File: src/rtl/reg_slice_pkg.sv
// reg_slice_pkg: shared types for the valid/ready pipeline register.
// Slice mode and skid-buffer state encodings plus count sizing helper.
package reg_slice_pkg;

  typedef enum logic [1:0] {
    MODE_BYPASS = 2'd0,
    MODE_FWD    = 2'd1,
    MODE_FULL   = 2'd2,
    MODE_HALF   = 2'd3
  } mode_e;

  typedef enum logic [1:0] {
    EMPTY = 2'd0,
    ONE   = 2'd1,
    TWO   = 2'd2
  } state_e;

  // Minimum bits needed to hold the largest possible occupancy.
  function automatic int cnt_width(
    input int    stages,
    input mode_e mode
  );
    int cap;
    case (mode)
      MODE_BYPASS: cap = 0;
      MODE_FULL:   cap = 2 * stages;
      default:     cap = stages;
    endcase
    return (cap < 1) ? 1 : $clog2(cap + 1);
  endfunction

endpackage

File: src/rtl/reg_slice_stage.sv
// reg_slice_stage: one valid/ready register stage.
// Forward-registered, skid buffer, half-throughput or pass-through.
module reg_slice_stage
  import reg_slice_pkg::*;
#(
  parameter int                    DATA_WIDTH = 32,
  parameter mode_e                 MODE       = MODE_FULL,
  parameter logic [DATA_WIDTH-1:0] RESET_VAL  = '0
) (
  input  logic                  clk_i,
  input  logic                  rst_n_i,
  input  logic                  flush_i,
  input  logic                  i_valid,
  output logic                  o_ready,
  input  logic [DATA_WIDTH-1:0] i_dat,
  output logic                  o_valid,
  input  logic                  i_ready,
  output logic [DATA_WIDTH-1:0] o_dat
);

  if (MODE == MODE_FULL) begin : g_full
    state_e                r_state;
    state_e                w_state_nxt;
    logic [DATA_WIDTH-1:0] r_main;
    logic [DATA_WIDTH-1:0] r_skid;
    logic                  w_push;
    logic                  w_pop;
    logic                  w_ld_main;
    logic                  w_ld_skid;
    logic                  w_skid2main;

    assign o_ready = (r_state != TWO);
    assign o_valid = (r_state != EMPTY);
    assign o_dat   = r_main;
    assign w_push  = i_valid & o_ready;
    assign w_pop   = o_valid & i_ready;

    always_comb begin
      w_state_nxt = r_state;
      w_ld_main   = 1'b0;
      w_ld_skid   = 1'b0;
      w_skid2main = 1'b0;
      unique case (r_state)
        EMPTY: begin
          if (w_push) begin
            w_state_nxt = ONE;
            w_ld_main   = 1'b1;
          end
        end
        ONE: begin
          if (w_push && !w_pop) begin
            w_state_nxt = TWO;
            w_ld_skid   = 1'b1;
          end else if (w_pop && !w_push) begin
            w_state_nxt = EMPTY;
          end else if (w_push && w_pop) begin
            w_ld_main = 1'b1;
          end
        end
        TWO: begin
          if (w_pop) begin
            w_state_nxt = ONE;
            w_skid2main = 1'b1;
          end
        end
        default: w_state_nxt = EMPTY;
      endcase
      if (flush_i) w_state_nxt = EMPTY;
    end

    always_ff @(posedge clk_i or negedge rst_n_i) begin
      if (!rst_n_i) r_state <= EMPTY;
      else          r_state <= w_state_nxt;
    end

    // Data registers only follow accepts; flush leaves them alone.
    always_ff @(posedge clk_i or negedge rst_n_i) begin
      if (!rst_n_i) begin
        r_main <= RESET_VAL;
        r_skid <= RESET_VAL;
      end else begin
        if (w_ld_main)        r_main <= i_dat;
        else if (w_skid2main) r_main <= r_skid;
        if (w_ld_skid)        r_skid <= i_dat;
      end
    end
  end else if (MODE == MODE_FWD) begin : g_fwd
    logic                  r_valid;
    logic [DATA_WIDTH-1:0] r_dat;

    assign o_ready = ~r_valid | i_ready;
    assign o_valid = r_valid;
    assign o_dat   = r_dat;

    always_ff @(posedge clk_i or negedge rst_n_i) begin
      if (!rst_n_i)     r_valid <= 1'b0;
      else if (flush_i) r_valid <= 1'b0;
      else if (o_ready) r_valid <= i_valid;
    end

    always_ff @(posedge clk_i or negedge rst_n_i) begin
      if (!rst_n_i)                r_dat <= RESET_VAL;
      else if (i_valid && o_ready) r_dat <= i_dat;
    end
  end else if (MODE == MODE_HALF) begin : g_half
    logic                  r_valid;
    logic [DATA_WIDTH-1:0] r_dat;

    assign o_ready = ~r_valid;
    assign o_valid = r_valid;
    assign o_dat   = r_dat;

    always_ff @(posedge clk_i or negedge rst_n_i) begin
      if (!rst_n_i)                 r_valid <= 1'b0;
      else if (flush_i)             r_valid <= 1'b0;
      else if (i_valid && !r_valid) r_valid <= 1'b1;
      else if (i_ready)             r_valid <= 1'b0;
    end

    always_ff @(posedge clk_i or negedge rst_n_i) begin
      if (!rst_n_i)                 r_dat <= RESET_VAL;
      else if (i_valid && !r_valid) r_dat <= i_dat;
    end
  end else begin : g_bypass
    assign o_ready = i_ready;
    assign o_valid = i_valid;
    assign o_dat   = i_dat;
  end

endmodule

File: src/rtl/reg_slice.sv
// reg_slice: chain of valid/ready register stages with flush and
// occupancy count, used to cut timing paths on streams and buses.
module reg_slice
  import reg_slice_pkg::*;
#(
  parameter int                    DATA_WIDTH = 32,
  parameter int                    STAGES     = 1,
  parameter mode_e                 MODE       = MODE_FULL,
  parameter logic [DATA_WIDTH-1:0] RESET_VAL  = '0,
  parameter int                    CNT_W      = $clog2(2*STAGES+1)
) (
  input  logic                  clk_i,
  input  logic                  rst_n_i,
  input  logic                  flush_i,
  input  logic                  src_valid_i,
  output logic                  src_ready_o,
  input  logic [DATA_WIDTH-1:0] src_dat_i,
  output logic                  dst_valid_o,
  input  logic                  dst_ready_i,
  output logic [DATA_WIDTH-1:0] dst_dat_o,
  output logic [CNT_W-1:0]      count_o,
  output logic                  busy_o
);

  if (STAGES < 1 || DATA_WIDTH < 1) begin : g_bad_param
    $fatal(1, "reg_slice: STAGES and DATA_WIDTH must be >= 1");
  end

  if (CNT_W < cnt_width(STAGES, MODE)) begin : g_bad_cnt
    $fatal(1, "reg_slice: CNT_W too narrow for occupancy");
  end

  if (MODE == MODE_BYPASS) begin : g_bypass
    assign dst_valid_o = src_valid_i;
    assign dst_dat_o   = src_dat_i;
    assign src_ready_o = dst_ready_i;
    assign count_o     = '0;
    assign busy_o      = 1'b0;
  end else begin : g_pipe
    logic                  w_valid [STAGES+1];
    logic                  w_ready [STAGES+1];
    logic [DATA_WIDTH-1:0] w_dat   [STAGES+1];
    logic [CNT_W-1:0]      r_count;
    logic                  w_src_xfer;
    logic                  w_dst_xfer;

    assign w_valid[0]      = src_valid_i;
    assign w_dat[0]        = src_dat_i;
    assign src_ready_o     = w_ready[0];
    assign w_ready[STAGES] = dst_ready_i;
    assign dst_valid_o     = w_valid[STAGES];
    assign dst_dat_o       = w_dat[STAGES];

    for (genvar s = 0; s < STAGES; s++) begin : g_stage
      reg_slice_stage #(
        .DATA_WIDTH (DATA_WIDTH),
        .MODE       (MODE),
        .RESET_VAL  (RESET_VAL)
      ) u_stage (
        .clk_i   (clk_i),
        .rst_n_i (rst_n_i),
        .flush_i (flush_i),
        .i_valid (w_valid[s]),
        .o_ready (w_ready[s]),
        .i_dat   (w_dat[s]),
        .o_valid (w_valid[s+1]),
        .i_ready (w_ready[s+1]),
        .o_dat   (w_dat[s+1])
      );
    end

    assign w_src_xfer = src_valid_i & src_ready_o;
    assign w_dst_xfer = dst_valid_o & dst_ready_i;

    // Items caught in a flush are gone, so occupancy restarts at zero.
    always_ff @(posedge clk_i or negedge rst_n_i) begin
      if (!rst_n_i)     r_count <= '0;
      else if (flush_i) r_count <= '0;
      else              r_count <= r_count + CNT_W'(w_src_xfer)
                                           - CNT_W'(w_dst_xfer);
    end

    assign count_o = r_count;
    assign busy_o  = (r_count != '0);
  end

endmodule

File: config.mk
export PLATFORM = sky130hd
export DESIGN_NAME = reg_slice
export DESIGN_NICKNAME = d
export VERILOG_FILES = /design/src/rtl/reg_slice_pkg.sv /design/src/rtl/reg_slice_stage.sv /design/src/rtl/reg_slice.sv
export SDC_FILE = /design/constraint.sdc
export NUM_CORES = 1
export LEC_CHECK = 0
export BUFFER_PORTS_ARGS = -buffer_cell sky130_fd_sc_hd__buf_2
export CELL_PAD_IN_SITES_DETAIL_PLACEMENT = 0
export CELL_PAD_IN_SITES_GLOBAL_PLACEMENT = 1
export CORE_MARGIN = 5
export CORE_UTILIZATION = 44
export CTS_CLUSTER_DIAMETER = 60
export DETAILED_ROUTE_END_ITERATION = 10
export PLACE_DENSITY = 0.85
export SYNTH_ARGS = -nofsm -noshare
export SYNTH_HDL_FRONTEND = slang
export SYNTH_SLANG_ARGS = --single-unit
File: constraint.sdc
create_clock -name clk_i -period 2.2 [get_ports clk_i]
set_input_delay 0.33 -clock clk_i [delete_from_list [all_inputs] [get_ports clk_i]]
set_output_delay 0.33 -clock clk_i [all_outputs]
set_load 0.005 [all_outputs]
==> run_results.csv <==
group,metric,value,unit
run_status,status,"finished clean",
yosys,syn_nets,237,
global_route,busiest_layer,"met2",
final_layout,layout_commonest_cell,"buf_2",
timing,relSlewSlack,61.5,%
yosys,synth_area,0.00326,mm²
pwr,leakage,2.04,nW
detailed_routing,drt_iter0_drc,25,
detailed_routing,ant_nets,0,
final_layout,drive_above_1_share,68.2,%
setup_path,cp.arrival,2.09,ns
global_route,met2_usage,22.9,%
final_layout,fillers,608,
timing,timing.final.crit_share,85.3,%
timing,tightest_slew,0.578,ns
pwr,peakVddDrop,421,µV
final_layout,final_nets,320,
global_route,grt_usage,14.3,%
setup_path,cp-startpoint,"g_pipe.g_stage[0].u_stage.g_full.r_state[0]$_DFFE_PN0P_",
setup_path,worst-setup-path-type,"reg2reg",
clock_tree,clk-insertion-delay-late,0.34,ns
yosys,avgSynthCellArea,16.5,µm²
die,start_util,45.2,%
yosys,ys_types,23,
setup_path,crit_end,"g_pipe.g_stage[0].u_stage.o_dat[3]$_DFFE_PN0P_",
timing,skew,0.00815,ns
setup_path,r2r_start,"g_pipe.g_stage[0].u_stage.g_full.r_state[0]$_DFFE_PN0P_",
yosys,synth_warnings,0,
clock_tree,cts_tree,"built",
die,fp-row-count,31,
timing,slew_violations,0,
clock_tree,post-cts-setup-buffer-count,0,
die,core-area,0.00721,mm²
setup_path,crit_fanout,19,
placed_design,pre_cts_ws,0.322,ns
setup_path,r2r_cells,4,
clock_tree,clockBufferDepth,2,
placed_design,portBuffers,73,
clock_tree,htree_levels,3,
yosys,synth-seq-area-share,52.2,%
final_layout,area_growth,22.6,%
setup_path,max_stage_delay,0.45,ns
worst_hold_path,hold_class,"in2reg",
global_route,grt.met1_usage,18.3,%
detailed_routing,num_vias,1862,
global_route,use_met3,3.67,%
setup_path,path_common_cell,"mux2_4",
final_layout,diodes,0,
global_route,grt_max_degree,26,
setup_path,end_kind,"flop",
yosys,syn_inst,198,
timing,fin_crit,1.88,ns
setup_path,r2r-end,"g_pipe.g_stage[0].u_stage.o_dat[3]$_DFFE_PN0P_",
pwr,powerDensity,924,mW/mm²
global_route,grt_pass1_vias,2051,
setup_path,worstPathRequired,2.41,ns
timing,fin_ws,0.324,ns
detailed_routing,drc,0,
final_layout,fin_cells,385,
placed_design,hpwl,4180,µm
die,die_w,96.1,µm
setup_path,cp_cell_sequence,"nand3b_4, buf_12, mux2_4, mux2_4",
clock_tree,hold_buffers,1,
die,die_h,96.1,µm
clock_tree,cts_root_buf,"clkbuf_8",
timing,finalSetupViolCount,0,
final_layout,layout_common_cells,"buf_2, dfrtp_1, mux2_4",
timing,timing.fmax,533,MHz
run,cap_violations,0,
timing,rsz0062_at_grt,"false",
clock_tree,cts_resized,0,
setup_path,ff2ff_setup_slack,0.32,ns
clock_tree,clk_pin_slew_worst_paths,0.08,ns
clock_tree,clock-sinks,68,
setup_path,crit_path_start_kind,"flop",
final_layout,seq_area,0.00170,mm²
yosys,ys_ff_latch,68,
final_layout,final_util,55.4,%
detailed_routing,post_drt_wl_per_cell,15.5,µm
timing,timing.setup.tns,0,ns
global_route,grt_overflow_total,0,
clock_tree,cts_buffers,9,
placed_design,placedCellCount,368,
pwr,fin_total_pwr,3.70,mW
die,dieArea,0.00923,mm²
setup_path,cp_slowest_cell,"dfrtp_1",
final_layout,multi_input_area,0.00147,mm²
timing,finalHoldViolCount,0,
die,num_io_pins,74,
placed_design,gp_congestion,0.691,
detailed_routing,drt_pass1_iterations,3,
detailed_routing,wirelength,5980,µm
global_route,antenna_found_initial,0,
detailed_routing,vias_per_cell,4.84,
global_route,grt_pass1_wl,10000,µm
## stage by stage
stage	instance area (µm²)	hold slack, ns
final	4000	0.195
after global routing	4000	0.180
after CTS	4000	0.185
after detailed placement	3750	0.363
after global placement	3750	0.362
after floorplan	3260	0.0344
## flip-flops by register name, indices dropped and copies added, names as in the netlist
name and flops:
count_o 2, g_pipe.g_stage.u_stage.g_full.r_skid 32, g_pipe.g_stage.u_stage.g_full.r_state 2, g_pipe.g_stage.u_stage.o_dat 32
## power breakdown
group          leakage [nW]  switching (mW)  internal, mW
Sequential            0.807           0.151          1.54
Clock                 0.116           0.479         0.733
Combinational          1.12           0.254         0.536
## kinds of logic after synthesis
family	count (synthesis)	share of synthesized area, %
adders and majority gates	2	0.768
DFF	68	52.2
muxes	97	40.2
buffers and inverters	12	2.76
xor gates and xnor gates	1	0.269
AOI/OAI and AO/OA	4	0.883
and+or+nand+nor	14	2.96
## cell usage after synthesis, drive strengths merged
| master | number | area [µm²] |
|---|---|---|
| inv | 2 | 7.51 |
| buf | 10 | 82.6 |
| o21a | 2 | 15.0 |
| mux2 | 96 | 1300 |
| ha | 2 | 25.0 |
| nand2 | 1 | 3.75 |
| nor2 | 2 | 7.51 |
| or2 | 2 | 12.5 |
| and2 | 1 | 6.26 |
| nand3 | 1 | 5.00 |
| xor2 | 1 | 8.76 |
| nor2b | 1 | 6.26 |
| mux2i | 1 | 10.0 |
| dfrtp | 68 | 1700 |
| a21oi | 1 | 5.00 |
| o22a | 1 | 8.76 |
| nand3b | 3 | 35.0 |
| nand2b | 2 | 12.5 |
| nor3b | 1 | 7.51 |
## per-layer routing
layer / up-vias / routed length [µm]
met2: 43 / 2880
met3: 10 / 281
met5: - / 0
met4: 0 / 116
met1: 939 / 2700
li1: 870 / -
## critical path, delay by kind of cell (launching register included)
kind | cells | cell delay [ns]
buf+inv | 1 | 0.30
flops | 1 | 0.45
mux | 2 | 0.55
simple gates | 1 | 0.45
## final cells by class
| type | instances | share of cell area, % |
|---|---|---|
| multi-input combinational | 118 | 36.7 |
| timing repair buffer | 82 | 11.5 |
| clock inverter | 3 | 1.69 |
| clock buffer | 13 | 4.23 |
| inverter | 2 | 0.188 |
| sequential | 68 | 42.6 |
| tap | 99 | 3.10 |
## worst min-delay path by stage
stage / cells after the start / slack (ns) / startpoint / end
floorplan: 0 / 0.03 / rst_n_i / count_o[0]$_DFF_PN0_
global placement: 1 / 0.36 / rst_n_i / count_o[1]$_DFF_PN0_
detailed placement: 1 / 0.36 / rst_n_i / g_pipe.g_stage[0].u_stage.o_dat[21]$_DFFE_PN0P_
CTS: 2 / 0.19 / flush_i / count_o[0]$_DFF_PN0_
global route: 2 / 0.18 / flush_i / count_o[0]$_DFF_PN0_
finish: 2 / 0.20 / flush_i / count_o[0]$_DFF_PN0_
Power figures use the tool's default switching activity.
